==> src/rtl/iq_demod_pkg.sv <==
// Shared types for the IQ demodulator back end: sample/discriminator widths and pairing states.
package iq_demod_pkg;

    localparam int DW     = 5;
    localparam int DISC_W = 2*DW+1;

    typedef enum logic [1:0] {
        EMPTY  = 2'd0,
        HAVE_I = 2'd1,
        HAVE_Q = 2'd2
    } pair_state_t;

    typedef logic signed [DISC_W-1:0] disc_t;

endpackage

==> src/rtl/iq_pair_align.sv <==
// Pairs independently-validated I and Q samples; the pair fires combinationally in the cycle the later half arrives.
// No backpressure: a second sample of the same rail before its partner overwrites the stored one and flags align_err.
module iq_pair_align #(
    parameter int DW = 5
) (
    input  logic          clk,
    input  logic          resetn,
    input  logic          i_sync_clr,
    input  logic [DW-1:0] i_i_dat,
    input  logic          i_i_vld,
    input  logic [DW-1:0] i_q_dat,
    input  logic          i_q_vld,
    output logic          o_pair_vld,
    output logic [DW-1:0] o_pair_i,
    output logic [DW-1:0] o_pair_q,
    output logic          o_first,
    output logic          o_align_err
);
    import iq_demod_pkg::*;

    pair_state_t   r_state;
    pair_state_t   w_next;
    logic [DW-1:0] r_i;
    logic [DW-1:0] r_q;
    logic          r_first;
    logic          r_align_err;
    logic          w_store_i;
    logic          w_store_q;
    logic          w_err;

    always_comb begin
        w_next     = r_state;
        o_pair_vld = 1'b0;
        o_pair_i   = i_i_dat;
        o_pair_q   = i_q_dat;
        w_store_i  = 1'b0;
        w_store_q  = 1'b0;
        w_err      = 1'b0;
        case (r_state)
            EMPTY: begin
                if (i_i_vld && i_q_vld) begin
                    o_pair_vld = 1'b1;
                end else if (i_i_vld) begin
                    w_store_i = 1'b1;
                    w_next    = HAVE_I;
                end else if (i_q_vld) begin
                    w_store_q = 1'b1;
                    w_next    = HAVE_Q;
                end
            end
            HAVE_I: begin
                o_pair_i = r_i;
                if (i_q_vld) begin
                    o_pair_vld = 1'b1;
                    w_store_i  = i_i_vld;
                    w_next     = i_i_vld ? HAVE_I : EMPTY;
                end else if (i_i_vld) begin
                    w_store_i = 1'b1;
                    w_err     = 1'b1;
                end
            end
            HAVE_Q: begin
                o_pair_q = r_q;
                if (i_i_vld) begin
                    o_pair_vld = 1'b1;
                    w_store_q  = i_q_vld;
                    w_next     = i_q_vld ? HAVE_Q : EMPTY;
                end else if (i_q_vld) begin
                    w_store_q = 1'b1;
                    w_err     = 1'b1;
                end
            end
            default: w_next = EMPTY;
        endcase
    end

    always_ff @(posedge clk or negedge resetn) begin
        if (!resetn) begin
            r_state     <= EMPTY;
            r_i         <= '0;
            r_q         <= '0;
            r_first     <= 1'b1;
            r_align_err <= 1'b0;
        end else if (i_sync_clr) begin
            r_state     <= EMPTY;
            r_i         <= '0;
            r_q         <= '0;
            r_first     <= 1'b1;
            r_align_err <= 1'b0;
        end else begin
            r_state     <= w_next;
            r_align_err <= w_err;
            if (w_store_i)  r_i     <= i_i_dat;
            if (w_store_q)  r_q     <= i_q_dat;
            if (o_pair_vld) r_first <= 1'b0;
        end
    end

    assign o_first     = r_first;
    assign o_align_err = r_align_err;

endmodule

==> src/rtl/iq_discriminator.sv <==
// Differential phase discriminator I[n-1]*Q[n] - Q[n-1]*I[n] with chip decimation; disc 2 edges after pairing, chip 1 later.
// Sustains one pair per cycle; no backpressure, sync_clr drops everything in flight.
module iq_discriminator #(
    parameter int DW    = 5,
    parameter int DECIM = 4,
    parameter int PW    = 2
) (
    input  logic          clk,
    input  logic          resetn,
    input  logic [DW-1:0] i_in,
    input  logic          i_valid,
    input  logic [DW-1:0] q_in,
    input  logic          q_valid,
    input  logic          sync_clr,
    input  logic [PW-1:0] decim_phase,
    output logic [2*DW:0] disc_out,
    output logic          disc_valid,
    output logic          chip_out,
    output logic [2*DW:0] chip_soft,
    output logic          chip_valid,
    output logic          align_err
);
    import iq_demod_pkg::*;

    localparam int MW = 2*DW;
    localparam int LW = 2*DW+1;

    logic                 w_fire;
    logic [DW-1:0]        w_pair_i;
    logic [DW-1:0]        w_pair_q;
    logic                 w_first;
    logic signed [DW-1:0] r_prev_i, r_prev_q, r_cur_i, r_cur_q;
    logic                 r_v0, r_v1;
    logic signed [MW-1:0] r_p1, r_p2;
    logic signed [MW-1:0] w_p1, w_p2;
    logic signed [LW-1:0] w_diff;
    logic [PW-1:0]        r_cnt;
    logic                 w_pos, w_neg;

    iq_pair_align #(.DW(DW)) u_pair (
        .clk         (clk),
        .resetn      (resetn),
        .i_sync_clr  (sync_clr),
        .i_i_dat     (i_in),
        .i_i_vld     (i_valid),
        .i_q_dat     (q_in),
        .i_q_vld     (q_valid),
        .o_pair_vld  (w_fire),
        .o_pair_i    (w_pair_i),
        .o_pair_q    (w_pair_q),
        .o_first     (w_first),
        .o_align_err (align_err)
    );

    assign w_p1   = MW'(r_prev_i) * MW'(r_cur_q);
    assign w_p2   = MW'(r_prev_q) * MW'(r_cur_i);
    assign w_diff = LW'(r_p1) - LW'(r_p2);
    assign w_pos  = ~disc_out[2*DW] & (|disc_out);
    assign w_neg  = disc_out[2*DW];

    always_ff @(posedge clk or negedge resetn) begin
        if (!resetn) begin
            r_prev_i   <= '0;
            r_prev_q   <= '0;
            r_cur_i    <= '0;
            r_cur_q    <= '0;
            r_v0       <= 1'b0;
            r_v1       <= 1'b0;
            r_p1       <= '0;
            r_p2       <= '0;
            r_cnt      <= '0;
            disc_out   <= '0;
            disc_valid <= 1'b0;
            chip_out   <= 1'b0;
            chip_soft  <= '0;
            chip_valid <= 1'b0;
        end else if (sync_clr) begin
            // Clearing every valid stage blanks disc/chip pulses for the next three cycles; data outputs hold.
            r_prev_i   <= '0;
            r_prev_q   <= '0;
            r_cur_i    <= '0;
            r_cur_q    <= '0;
            r_v0       <= 1'b0;
            r_v1       <= 1'b0;
            r_cnt      <= '0;
            disc_valid <= 1'b0;
            chip_valid <= 1'b0;
        end else begin
            r_v0 <= w_fire & ~w_first;
            if (w_fire) begin
                r_prev_i <= r_cur_i;
                r_prev_q <= r_cur_q;
                r_cur_i  <= w_pair_i;
                r_cur_q  <= w_pair_q;
            end
            r_v1 <= r_v0;
            r_p1 <= w_p1;
            r_p2 <= w_p2;
            disc_valid <= r_v1;
            if (r_v1) disc_out <= w_diff;
            chip_valid <= disc_valid && (r_cnt == decim_phase);
            if (disc_valid) begin
                r_cnt <= (r_cnt == PW'(DECIM-1)) ? '0 : r_cnt + 1'b1;
                if (r_cnt == decim_phase) begin
                    chip_soft <= disc_out;
                    if (w_pos)      chip_out <= 1'b1;
                    else if (w_neg) chip_out <= 1'b0;
                end
            end
        end
    end

endmodule

==> config.mk <==
export PLATFORM = sky130hd
export DESIGN_NAME = iq_discriminator
export DESIGN_NICKNAME = d
export VERILOG_FILES = /design/src/rtl/iq_demod_pkg.sv /design/src/rtl/iq_pair_align.sv /design/src/rtl/iq_discriminator.sv
export SDC_FILE = /design/constraint.sdc
export NUM_CORES = 1
export LEC_CHECK = 0
export ABC_AREA = 1
export BUFFER_PORTS_ARGS = -buffer_cell sky130_fd_sc_hd__buf_2
export CAP_MARGIN = 40
export CORE_MARGIN = 3
export CORE_UTILIZATION = 58
export CTS_CLUSTER_SIZE = 12
export DETAILED_ROUTE_END_ITERATION = 16
export GPL_TIMING_DRIVEN = 0
export PLACE_DENSITY_LB_ADDON = 0.12
export SKIP_CTS_REPAIR_TIMING = 1
export SYNTH_ARGS = -nofsm -noshare
export SYNTH_HDL_FRONTEND = slang
export SYNTH_SLANG_ARGS = --single-unit
==> constraint.sdc <==
create_clock -name clk -period 9.8 [get_ports clk]
set_input_delay 1.47 -clock clk [delete_from_list [all_inputs] [get_ports clk]]
set_output_delay 1.47 -clock clk [all_outputs]
set_load 0.05 [all_outputs]
==> metrics.txt, run 1 <==
# TYPE chip_impl_metric gauge
chip_impl_metric{name="critical_path.max_stage_delay",unit="ns"} 0.56
chip_impl_info{name="worstPathCellList",value="inv_1, or2_2, fa_1, fa_1, fa_1, inv_1, ha_1, nand2_1, nor3_1, nor2_1, inv_1, nand2_1, nand3_1, nand2_1"} 1
chip_impl_metric{name="seq_area_frac_synth",unit="%"} 34.5
chip_impl_metric{name="postSynthCellCount",unit=""} 787
chip_impl_metric{name="powerDensity",unit="mW/mm²"} 166
chip_impl_info{name="timing.hold.worst.class",value="register to register"} 1
chip_impl_info{name="critical-path-slowest-cell",value="fa_1"} 1
chip_impl_metric{name="report.final.hold_viol_count",unit=""} 0
chip_impl_metric{name="clock-skew-final",unit="ns"} 0.0159
chip_impl_metric{name="share_seq_of_total_power",unit="%"} 40.1
chip_impl_info{name="rsz0062_at_grt",value="no"} 1
chip_impl_metric{name="maxSlewViolCount",unit=""} 0
chip_impl_metric{name="chip_width",unit="µm"} 108
chip_impl_metric{name="grt_usage",unit="%"} 25.0
chip_impl_metric{name="final.period_utilization",unit="%"} 37.2
chip_impl_metric{name="switching_share",unit="%"} 43.3
chip_impl_metric{name="yosysUniqueCellTypes",unit=""} 34
chip_impl_metric{name="grt_remaining_overflow",unit=""} 0
chip_impl_info{name="worstReg2RegEnd",value="r_p1[9]"} 1
chip_impl_metric{name="reg2reg_setup_slack",unit="ns"} 6.16
chip_impl_metric{name="via_per_inst",unit=""} 5.25
chip_impl_info{name="timing.critical_path.from_type",value="register"} 1
chip_impl_info{name="final_cell_mix",value="nand2_1 (238), inv_1 (149), dfrtp_1 (82)"} 1
chip_impl_metric{name="initialDrtViolationCount",unit=""} 287
chip_impl_metric{name="postSynth.asyncResetShare",unit="%"} 100
chip_impl_metric{name="clock_slew_seen_by_the_registers_of_the_worst_setup_and_hold_paths",unit="ns"} 0.09
chip_impl_metric{name="worstPathArrival",unit="ns"} 3.89
chip_impl_metric{name="achievable_frequency",unit="MHz"} 274
chip_impl_info{name="hold_path_startpoint",value="r_v0"} 1
chip_impl_metric{name="num_vias",unit=""} 5142
chip_impl_metric{name="finalCriticalPeriod",unit="ns"} 3.64
chip_impl_metric{name="tritoncts.num_buffers",unit=""} 9
chip_impl_metric{name="drt-total-wl",unit="µm"} 13500
chip_impl_metric{name="fp.dieH",unit="µm"} 108
chip_impl_metric{name="finalSetupTns",unit="ns"} 0
chip_impl_metric{name="r2r.worst_path.cells",unit=""} 14
chip_impl_metric{name="number_of_storage_elements_in_the_synthesis_netlist",unit=""} 83
chip_impl_metric{name="ys.warnings.count",unit=""} 0
chip_impl_info{name="worstSetupPathType",value="register to register"} 1
chip_impl_metric{name="detail_route.wl_per_cell",unit="µm"} 13.8
chip_impl_metric{name="hold_path_depth",unit=""} 2
chip_impl_info{name="final_common_cell",value="nand2_1"} 1
chip_impl_metric{name="drive_gt1_share",unit="%"} 8.98
chip_impl_info{name="critPathCaptureType",value="register"} 1
chip_impl_metric{name="timing.critical_path.required",unit="ns"} 10.04
chip_impl_metric{name="syn-num-nets",unit=""} 884
chip_impl_info{name="run_status",value="complete, no violations"} 1
chip_impl_metric{name="finalSetupViolCount",unit=""} 0
chip_impl_metric{name="combPwrFrac",unit="%"} 39.5
chip_impl_info{name="ys.flop_type",value="dfrtp_1"} 1
chip_impl_metric{name="switching_power",unit="µW"} 476
chip_impl_metric{name="max_cap_viol_count",unit=""} 0
chip_impl_metric{name="worstMarginPinSlew",unit="ns"} 0.661
chip_impl_metric{name="total_power",unit="µW"} 1100
chip_impl_metric{name="nets",unit=""} 938
chip_impl_metric{name="dieArea",unit="mm²"} 0.0117
chip_impl_metric{name="core.rowCount",unit=""} 36
chip_impl_metric{name="port-buffer-count",unit=""} 42
chip_impl_metric{name="clk-insertion-delay-late",unit="ns"} 0.36
chip_impl_metric{name="numClockSinks",unit=""} 83
chip_impl_metric{name="clock_power_share",unit="%"} 20.4
chip_impl_metric{name="ant_nets",unit=""} 0
chip_impl_metric{name="grt_max_degree",unit=""} 61
chip_impl_metric{name="htree_num_levels",unit=""} 3
chip_impl_metric{name="synth_enable_flop_cells",unit=""} 0
chip_impl_info{name="worst_path_dominant_cell_family",value="adder cells"} 1
chip_impl_metric{name="cell_internal_pwr",unit="µW"} 624
chip_impl_metric{name="drc",unit=""} 0
chip_impl_metric{name="worst-path-buf-inv",unit=""} 3
chip_impl_metric{name="grt_pass1_wl",unit="µm"} 23200
chip_impl_metric{name="vdd.ir_drop.worst",unit="mV"} 0.140
chip_impl_metric{name="vias_in_the_first_global_route",unit=""} 5110
chip_impl_metric{name="path_max_fanout",unit=""} 6
chip_impl_metric{name="number_of_antenna_violations_at_the_first_check_in_global_routing",unit=""} 0
chip_impl_info{name="cts_root_buffer",value="clkbuf_8"} 1
chip_impl_info{name="r2r-start",value="r_cur_q[4]"} 1
chip_impl_metric{name="timing.max_slew.rel_slack",unit="%"} 56.0
chip_impl_metric{name="layout.filler_cells",unit=""} 901
chip_impl_metric{name="cts_max_path_buffers",unit=""} 2
chip_impl_metric{name="mappedNetlistArea",unit="mm²"} 0.00603
chip_impl_metric{name="antennaDiodeCount",unit=""} 0
chip_impl_metric{name="power_leakage",unit="µW"} 0.00388
chip_impl_metric{name="effective_utilization_at_floorplan",unit="%"} 60.6
chip_impl_metric{name="hpwl_dp",unit="µm"} 10600
chip_impl_metric{name="gpl.final_weighted_congestion",unit=""} 0.880
chip_impl_metric{name="drt-pass1-iter-count",unit=""} 5
chip_impl_metric{name="final.hold.worst_slack",unit="ns"} 0.453
chip_impl_metric{name="ios",unit=""} 43
chip_impl_info{name="tritoncts",value="yes"} 1
chip_impl_metric{name="syn_area_per_cell",unit="µm²"} 7.66
chip_impl_metric{name="areaGrowthSynthToFinish",unit="%"} 9.71
chip_impl_info{name="end_point_of_the_most_critical_hold_path",value="r_v1"} 1
chip_impl_metric{name="core_area",unit="mm²"} 0.00995
==> cell families (layout without fill, tap and decap cells) <==
group,Yosys count,after routing,synth area share (%)
simple gates,374,374,26.1
buf+inv,170,229,11.0
flops,83,83,34.5
fa+ha+maj,80,80,21.0
compound gates,76,76,6.95
xor+xnor,4,4,0.581
==> cells in the mapped netlist (2+ instances only) <==
cell / instances / area [µm²]
a21oi_1: 16 / 80.1
inv_2: 4 / 15.0
buf_6: 2 / 22.5
a211oi_1: 2 / 15.0
nand3b_1: 4 / 30.0
nor2_1: 35 / 131
nor3_1: 6 / 30.0
inv_1: 149 / 559
or2_2: 2 / 12.5
nand2_1: 238 / 893
dfrtp_1: 82 / 2050
clkbuf_1: 9 / 33.8
o22ai_1: 4 / 25.0
o21ai_1: 2 / 10.0
nand3_1: 76 / 380
fa_1: 35 / 701
o21ai_0: 48 / 240
nor4_1: 2 / 12.5
xnor2_1: 3 / 26.3
ha_1: 45 / 563
buf_2: 3 / 15.0
nand4_1: 7 / 43.8
a21o_1: 2 / 15.0
==> layout make-up <==
| type | count | area [µm²] | area share (%) |
|---|---|---|---|
| multi-input cells | 534 | 3290 | 49.7 |
| flip-flops and latches | 83 | 2080 | 31.4 |
| inverters | 154 | 578 | 8.74 |
| repair buffers | 43 | 240 | 3.63 |
| well taps | 133 | 166 | 2.52 |
| clock buffers | 10 | 128 | 1.93 |
| plain buffers | 16 | 82.6 | 1.25 |
| clock inverters | 6 | 51.3 | 0.776 |
==> worst max path at each step <==
stage | startpoint | end | slack, ns | depth (start not counted)
after floorplan | r_cur_q[4] | r_p1[8] | 6.42 | 13
after global placement | r_cur_q[4] | r_p1[8] | 6.26 | 13
after detailed placement | r_cur_q[4] | r_p1[9] | 6.16 | 14
after CTS | r_cur_q[4] | r_p1[9] | 6.16 | 14
after global routing | r_cur_i[4] | r_p2[8] | 5.97 | 14
final | r_cur_q[4] | r_p1[9] | 6.16 | 14
==> worst reg2reg max path, cell delays in order (launching register included) <==
cell,delay [ns]
dfrtp_1,0.46
inv_1,0.12
or2_2,0.30
fa_1,0.52
fa_1,0.53
fa_1,0.56
inv_1,0.04
ha_1,0.35
nand2_1,0.10
nor3_1,0.22
nor2_1,0.09
inv_1,0.05
nand2_1,0.05
nand3_1,0.08
nand2_1,0.06
==> registers in the layout, summed over array words and instances (netlist names) <==
name and flops:
r_prev_i 5, r_prev_q 5, disc_valid 1, chip_out 1
r_cur_q 5, r_v0 1, r_p2 10, u_pair.o_align_err 1
u_pair.r_state 2, r_p1 10, r_v1 1, u_pair.r_i 5
u_pair.o_first 1, r_cnt 2, chip_valid 1, chip_soft 11
disc_out 11, r_cur_i 5, u_pair.r_q 5
==> power by group through the flow <==
stage                     Combinational (µW)  Sequential, µW  Clock (µW)
after global placement                   415             445           0
after detailed placement                 431             447           0
after floorplan                          254             510           0
after global routing                     489             448         246
after CTS                                434             440         231
final                                    434             441         225
==> metal layers <==
| metal | share of wire (%) | global-route usage, % | vias up |
|---|---|---|---|
| met2 | 50 | 44.0 | 129 |
| met3 | 4.0 | 4.12 | 24 |
| li1 | - | - | 2555 |
| met4 | 2.3 | 8.03 | 0 |
| met5 | 0 | 0 | - |
| met1 | 44 | 31.7 | 2434 |
==> metrics by stage <==
step	utilization [%]	cells	setup slack, ns	cell area [µm²]
4_1_cts	66.4	979	6.16	6610
2_1_floorplan	-	787	6.42	6030
3_5_place_dp	64.6	963	6.16	6430
5_1_grt	66.4	979	5.97	6610
3_3_place_gp	64.3	962	6.26	6400
6_report	66.4	979	6.16	6610
(Power assumes the default switching activity.)
==> inputs of run 2 (changes only) <==
Settings changed: ABC_AREA 1 to 0, CORE_UTILIZATION 58 to 55.
Clock period 9.8 ns to 3.05 ns, I/O delays scaled along.
==> run 2 against run 1 <==
Net effect:
- the run now ends with negative setup slack left
- total power rose to 3.1 times the previous value
- global-route usage down 2.4 points
- clock skew down 0.0056 ns
- critical path depth down 2
- final cell count down 20%
- via count down 15%
- critical path type unchanged
==> metrics.txt, run 2 <==
# TYPE chip_impl_metric gauge
chip_impl_info{name="run_status",value="finished with violations"} 1
chip_impl_info{name="violations",value="negative setup slack"} 1
chip_impl_info{name="timing.critical_path.from",value="r_cur_q[0]"} 1
chip_impl_metric{name="syn_area_per_cell",unit="µm²"} 9.94
chip_impl_info{name="r2r-start",value="r_cur_q[0]"} 1
chip_impl_metric{name="power_leakage",unit="µW"} 0.00318
chip_impl_metric{name="vias_in_the_first_global_route",unit=""} 4333
chip_impl_metric{name="synth_largest_type_area_fraction",unit="%"} 35.4
chip_impl_info{name="critPathCaptureType",value="register"} 1
chip_impl_metric{name="dieArea",unit="mm²"} 0.0118
chip_impl_metric{name="achievable_frequency",unit="MHz"} 289
chip_impl_metric{name="ys.warnings.count",unit=""} 0
chip_impl_metric{name="via_per_inst",unit=""} 5.54
chip_impl_info{name="tritoncts",value="yes"} 1
chip_impl_metric{name="reg2reg_setup_slack",unit="ns"} -0.41
chip_impl_metric{name="areaGrowthSynthToFinish",unit="%"} 15.0
chip_impl_metric{name="grt_max_degree",unit=""} 51
chip_impl_metric{name="tritoncts.num_buffers",unit=""} 9
chip_impl_metric{name="num_vias",unit=""} 4352
chip_impl_metric{name="report.final.hold_viol_count",unit=""} 0
chip_impl_metric{name="final.hold.worst_slack",unit="ns"} 0.0384
chip_impl_metric{name="port-buffer-count",unit=""} 42
chip_impl_info{name="synthTopCellsByCount",value="inv_1 (83), dfrtp_1 (82), nand2_1 (52)"} 1
chip_impl_metric{name="mappedNetlistArea",unit="mm²"} 0.00580
chip_impl_info{name="worstReg2RegEnd",value="r_p1[9]"} 1
chip_impl_metric{name="grt_usage",unit="%"} 22.6
chip_impl_metric{name="timing.max_slew.rel_slack",unit="%"} 52.2
chip_impl_metric{name="number_of_storage_elements_in_the_synthesis_netlist",unit=""} 83
chip_impl_metric{name="finalWorstSetupSlack",unit="ns"} -0.411
chip_impl_metric{name="htree_num_levels",unit=""} 3
chip_impl_metric{name="grt_pass1_wl",unit="µm"} 20800
chip_impl_metric{name="max_cap_viol_count",unit=""} 0
chip_impl_metric{name="hpwl_dp",unit="µm"} 9450
chip_impl_metric{name="r2r.worst_path.cells",unit=""} 12
chip_impl_metric{name="fp.dieH",unit="µm"} 109
chip_impl_metric{name="synth_enable_flop_cells",unit=""} 0
chip_impl_metric{name="drive_gt1_share",unit="%"} 23.6
chip_impl_metric{name="postSynthCellCount",unit=""} 584
chip_impl_metric{name="maxSlewViolCount",unit=""} 0
chip_impl_info{name="final_common_cell",value="inv_1"} 1
chip_impl_metric{name="clk-insertion-delay-late",unit="ns"} 0.36
chip_impl_metric{name="vdd.ir_drop.worst",unit="mV"} 0.384
chip_impl_metric{name="antennaDiodeCount",unit=""} 0
chip_impl_metric{name="number_of_placed_cells_counting_well_taps",unit=""} 760
chip_impl_metric{name="clock_slew_seen_by_the_registers_of_the_worst_setup_and_hold_paths",unit="ns"} 0.09
chip_impl_metric{name="numClockSinks",unit=""} 83
chip_impl_metric{name="path_max_fanout",unit=""} 7
chip_impl_metric{name="postSynth.asyncResetShare",unit="%"} 100
chip_impl_metric{name="core.rowCount",unit=""} 36
chip_impl_metric{name="core_area",unit="mm²"} 0.0100
chip_impl_metric{name="gr-usage-met1",unit="%"} 28.3
chip_impl_metric{name="timing.critical_path.required",unit="ns"} 3.30
chip_impl_info{name="worstSetupPathType",value="register to register"} 1
chip_impl_info{name="ys.flop_type",value="dfrtp_1"} 1
chip_impl_metric{name="seq_area_frac_synth",unit="%"} 35.8
chip_impl_metric{name="cts_max_path_buffers",unit=""} 2
chip_impl_info{name="rsz0062_at_grt",value="yes"} 1
chip_impl_info{name="synth.top_cells.by_area",value="dfrtp_1 (35%), fa_1 (12%), ha_1 (9.7%)"} 1
chip_impl_metric{name="clock-skew-final",unit="ns"} 0.0103
chip_impl_info{name="timing.hold.worst.class",value="input port to asynchronous set/reset pin"} 1
chip_impl_info{name="cts_root_buffer",value="clkbuf_8"} 1
chip_impl_info{name="global_route.peak_usage_layer",value="met2"} 1
chip_impl_metric{name="gpl.final_weighted_congestion",unit=""} 0.828
chip_impl_metric{name="final_cell_count_no_fill",unit=""} 786
chip_impl_metric{name="drc",unit=""} 0
chip_impl_metric{name="nets",unit=""} 745
chip_impl_metric{name="ios",unit=""} 43
chip_impl_metric{name="worstPathArrival",unit="ns"} 3.71
chip_impl_metric{name="finalSetupViolCount",unit=""} 9
chip_impl_metric{name="initialDrtViolationCount",unit=""} 192
chip_impl_metric{name="finalCriticalPeriod",unit="ns"} 3.46
chip_impl_info{name="yosysMostFrequentCell",value="inv_1"} 1
chip_impl_metric{name="grt_use_met3",unit="%"} 3.73
chip_impl_metric{name="use_met2",unit="%"} 40.1
chip_impl_metric{name="chip_width",unit="µm"} 109
chip_impl_metric{name="final.period_utilization",unit="%"} 113
chip_impl_info{name="final_cell_mix",value="inv_1 (78), dfrtp_1 (67), nand2_1 (51)"} 1
chip_impl_metric{name="drt-total-wl",unit="µm"} 12400
chip_impl_metric{name="yosysUniqueCellTypes",unit=""} 51
chip_impl_info{name="timing.critical_path.from_type",value="register"} 1
chip_impl_metric{name="effective_utilization_at_floorplan",unit="%"} 58.0
chip_impl_metric{name="syn-num-nets",unit=""} 681
chip_impl_metric{name="final_core_occ",unit="%"} 66.8
chip_impl_metric{name="grt_remaining_overflow",unit=""} 0
chip_impl_info{name="yosysTopAreaCell",value="dfrtp_1"} 1
chip_impl_metric{name="powerDensity",unit="mW/mm²"} 511
chip_impl_metric{name="number_of_antenna_violations_at_the_first_check_in_global_routing",unit=""} 0
chip_impl_metric{name="worstMarginPinSlew",unit="ns"} 0.715
chip_impl_metric{name="drt-pass1-iter-count",unit=""} 7
chip_impl_metric{name="detail_route.wl_per_cell",unit="µm"} 15.8
chip_impl_info{name="largestRegisters",value="chip_soft: 11 flops, disc_out: 11 flops"} 1
chip_impl_metric{name="ant_nets",unit=""} 0
chip_impl_info{name="worstSetupEndpoint",value="r_p1[9]"} 1
run 2: changes by cell type after synthesis, moves of 20 or more:
| cell | change |
|---|---|
| o21ai_0 | -21 |
| mux2_2 | +20 |
| and2_1 | +31 |
| nand2_1 | -186 |
| inv_1 | -66 |
| nand3_1 | -71 |
run 2: cells by family (layout without fill, tap and decap cells):
group / count (synthesis) / in the layout / share of synthesized area (%)
DFF: 83 / 83 / 35.8
adders and majority gates: 80 / 80 / 21.8
AOI/OAI and AO/OA: 106 / 106 / 11.7
xor gates and xnor gates: 21 / 21 / 3.17
buffers and inverters: 101 / 170 / 6.77
and+or+nand+nor: 159 / 159 / 14.5
muxes: 34 / 34 / 6.30
run 2: routing by layer:
layer / part of all wire (%) / vias up / routed length (µm)
met3: 3.9 / 15 / 488
met5: 0 / - / 0
met4: 1.4 / 0 / 174
met2: 52 / 98 / 6420
li1: - / 2076 / -
met1: 43 / 2163 / 5340
run 2: layout make-up:
type / count / area [µm²]
Buffer: 18 / 81.3
Timing Repair Buffer: 53 / 328
Sequential cell: 83 / 2100
Tap cell: 133 / 166
Fill cell: 818 / 3320
Clock inverter: 6 / 48.8
Inverter: 83 / 314
Clock buffer: 10 / 128
Multi-Input combinational cell: 400 / 3510
run 2: worst min-delay path by stage:
stage          startpoint           end  slack, ns  cells past startpoint
6_report           resetn  chip_soft[3]       0.04                      1
5_1_grt            resetn  chip_soft[3]       0.06                      1
4_1_cts            resetn  chip_soft[3]       0.04                      1
3_5_place_dp       resetn  chip_soft[3]       0.44                      1
3_3_place_gp         r_v0          r_v1       0.44                      1
2_1_floorplan      resetn      chip_out       0.16                      0
run 2: power breakdown:
group          switching [µW]  internal (µW)
sequential                147           1240
combinational             761            525
clock                     429            303
run 2: critical path: stages, from the launching register on:
cell and delay, ns:
dfrtp_2 0.47, and2_4 0.17, fa_1 0.47, inv_1 0.05, fa_1 0.48, fa_1 0.50, inv_2 0.06, fa_2 0.36
a211oi_2 0.20, o21bai_1 0.10, a21oi_1 0.16, xnor2_1 0.08, mux2_2 0.26
run 2: per-stage QoR:
stage                     setup TNS (ns)  cell area [µm²]  total power [µW]  setup WS (ns)
after floorplan                   -0.865             5910              2310         -0.283
after global placement             -2.36             6290              2590         -0.460
after detailed placement           -2.77             6320              2630         -0.493
after CTS                          -2.89             6500              3380         -0.507
after global routing               -3.29             6680              3640         -0.583
final                              -2.02             6680              3410         -0.411
==> inputs of run 3 (changes only) <==
Settings changed: REMOVE_ABC_BUFFERS from default to 1.
==> run 3 against run 2 <==
Net effect:
- register-to-register slack got worse by 0.099 ns
- largest cell class unchanged
- first-iteration DRC count down 37%
- critical path depth unchanged
- combinational power hardly changed
- the flow still finishes with violations (negative setup slack)
==> metrics.txt, run 3 (synthesized netlist as in run 2, its figures left out) <==
# TYPE chip_impl_metric gauge
chip_impl_info{name="run_status",value="finished with violations"} 1
chip_impl_info{name="violations",value="negative setup slack"} 1
chip_impl_info{name="most_used_cell_cp",value="fa_1"} 1
chip_impl_metric{name="maxSlewViolCount",unit=""} 0
chip_impl_metric{name="grt_max_degree",unit=""} 59
chip_impl_metric{name="worstMarginPinSlew",unit="ns"} 0.845
chip_impl_metric{name="vdd.ir_drop.worst",unit="mV"} 0.375
chip_impl_metric{name="finalSetupViolCount",unit=""} 8
chip_impl_metric{name="dieArea",unit="mm²"} 0.0118
chip_impl_metric{name="drive_gt1_share",unit="%"} 24.0
chip_impl_metric{name="areaGrowthSynthToFinish",unit="%"} 17.1
chip_impl_metric{name="clk-insertion-delay-late",unit="ns"} 0.35
chip_impl_metric{name="num_vias",unit=""} 4136
chip_impl_metric{name="core.rowCount",unit=""} 36
chip_impl_info{name="tritoncts",value="yes"} 1
chip_impl_info{name="cts_root_buffer",value="clkbuf_8"} 1
chip_impl_info{name="critPathCaptureType",value="register"} 1
chip_impl_metric{name="ios",unit=""} 43
chip_impl_metric{name="tritoncts.num_buffers",unit=""} 9
chip_impl_metric{name="effective_utilization_at_floorplan",unit="%"} 58.0
chip_impl_info{name="timing.critical_path.from",value="r_cur_q[1]"} 1
chip_impl_metric{name="clock-skew-final",unit="ns"} 0.00703
chip_impl_metric{name="r2r.worst_path.cells",unit=""} 12
chip_impl_metric{name="number_of_antenna_violations_at_the_first_check_in_global_routing",unit=""} 0
chip_impl_metric{name="timing.max_slew.rel_slack",unit="%"} 43.7
chip_impl_metric{name="detail_route.wl_per_cell",unit="µm"} 14.2
chip_impl_info{name="worst_path_dominant_cell_family",value="adder cells"} 1
chip_impl_metric{name="final.period_utilization",unit="%"} 117
chip_impl_metric{name="vias_in_the_first_global_route",unit=""} 4119
chip_impl_metric{name="fp.dieH",unit="µm"} 109
chip_impl_metric{name="chip_width",unit="µm"} 109
chip_impl_metric{name="hpwl_dp",unit="µm"} 7980
chip_impl_metric{name="powerDensity",unit="mW/mm²"} 539
chip_impl_metric{name="worstPathArrival",unit="ns"} 3.80
chip_impl_metric{name="htree_num_levels",unit=""} 3
chip_impl_metric{name="power_leakage",unit="µW"} 0.00330
chip_impl_metric{name="ant_nets",unit=""} 0
chip_impl_metric{name="antennaDiodeCount",unit=""} 0
chip_impl_metric{name="nets",unit=""} 742
chip_impl_info{name="worstPathCellList",value="and2_4, fa_1, inv_2, fa_1, fa_1, inv_2, fa_2, a211oi_2, o21bai_1, a21oi_2, xnor2_2, mux2_2"} 1
chip_impl_info{name="largestRegisters",value="chip_soft: 11 flops, disc_out: 11 flops"} 1
chip_impl_metric{name="grt_usage",unit="%"} 19.1
chip_impl_metric{name="preCtsSetupSlack",unit="ns"} -0.820
chip_impl_metric{name="initialDrtViolationCount",unit=""} 121
chip_impl_info{name="critical-path-slowest-cell",value="fa_1"} 1
chip_impl_metric{name="max_cap_viol_count",unit=""} 0
chip_impl_metric{name="gpl.final_weighted_congestion",unit=""} 0.806
chip_impl_metric{name="drt-pass1-iter-count",unit=""} 4
chip_impl_info{name="r2r-start",value="r_cur_q[1]"} 1
chip_impl_metric{name="core_area",unit="mm²"} 0.0100
chip_impl_metric{name="drt-total-wl",unit="µm"} 11100
chip_impl_metric{name="reg2reg_setup_slack",unit="ns"} -0.51
chip_impl_metric{name="timing.critical_path.required",unit="ns"} 3.29
chip_impl_info{name="worstReg2RegEnd",value="r_p1[9]"} 1
chip_impl_metric{name="cts_max_path_buffers",unit=""} 2
chip_impl_metric{name="port-buffer-count",unit=""} 42
chip_impl_metric{name="achievable_frequency",unit="MHz"} 281
chip_impl_metric{name="grt_pass1_wl",unit="µm"} 18200
chip_impl_metric{name="report.final.hold_viol_count",unit=""} 0
chip_impl_metric{name="finalCriticalPeriod",unit="ns"} 3.56
chip_impl_info{name="final_common_cell",value="inv_1"} 1
chip_impl_info{name="timing.critical_path.from_type",value="register"} 1
chip_impl_info{name="timing.hold.worst.class",value="input port to asynchronous set/reset pin"} 1
chip_impl_metric{name="grt_remaining_overflow",unit=""} 0
chip_impl_metric{name="worst-path-buf-inv",unit=""} 2
chip_impl_metric{name="drc",unit=""} 0
chip_impl_metric{name="clock_slew_seen_by_the_registers_of_the_worst_setup_and_hold_paths",unit="ns"} 0.09
chip_impl_info{name="worstSetupPathType",value="register to register"} 1
chip_impl_metric{name="via_per_inst",unit=""} 5.28
chip_impl_metric{name="total_power",unit="µW"} 3660
chip_impl_metric{name="finalWorstSetupSlack",unit="ns"} -0.510
chip_impl_metric{name="path_max_fanout",unit=""} 6
chip_impl_info{name="rsz0062_at_grt",value="yes"} 1
chip_impl_info{name="final_cell_mix",value="inv_1 (76), dfrtp_1 (74), nand2_1 (50)"} 1
chip_impl_metric{name="layout.filler_cells",unit=""} 807
chip_impl_metric{name="critical_path.max_stage_delay",unit="ns"} 0.53
chip_impl_metric{name="numClockSinks",unit=""} 83
==> run 3: final cells by class <==
type / instances / area (µm²) / share of cell area, %
multi-input combinational: 400 / 3530 / 51.9
sequential: 83 / 2090 / 30.7
timing repair buffer: 68 / 455 / 6.70
inverter: 83 / 312 / 4.58
tap: 133 / 166 / 2.45
clock buffer: 10 / 138 / 2.03
clock inverter: 6 / 111 / 1.64
==> run 3: per-stage QoR <==
stage          hold slack [ns]  util, %  std cells  TNS [ns]  cell area [µm²]
2_1_floorplan            0.162        -        566     -2.34             5720
3_3_place_gp             0.455     61.0        741     -4.05             6100
3_5_place_dp             0.393     61.6        744     -4.32             6160
4_1_cts                0.00926     64.1        760     -4.47             6410
5_1_grt                 0.0260     68.0        783     -3.46             6800
6_report               0.00785     68.0        783     -2.42             6800
==> run 3: how the worst max path moves through the flow <==
stage / depth (start not counted) / to
floorplan: 12 / r_p1[9]
global placement: 12 / r_p1[9]
detailed placement: 12 / r_p1[9]
CTS: 12 / r_p1[9]
global route: 12 / r_p1[9]
finish: 12 / r_p1[9]
==> run 3: report_power, final <==
group	internal, µW	leakage [µW]	switching, µW
Sequential	1240	0.00111	142
Clock	568	0.000123	404
Combinational	547	0.00207	760
==> run 3: per-layer routing <==
metal  vias up  GRT usage, %  routed length [µm]
li1       2056             -                   -
met1      1992          23.2                4890
met2        67          35.1                5630
met3        21          2.49                 354
met4         0          5.77                 208
met5         -             0                   0
==> run 3: worst reg2reg max path, cell delays in order (launching register included) <==
cell,delay [ns]
dfrtp_2,0.45
and2_4,0.17
fa_1,0.53
inv_2,0.05
fa_1,0.46
fa_1,0.51
inv_2,0.05
fa_2,0.37
a211oi_2,0.20
o21bai_1,0.10
a21oi_2,0.17
xnor2_2,0.12
mux2_2,0.27
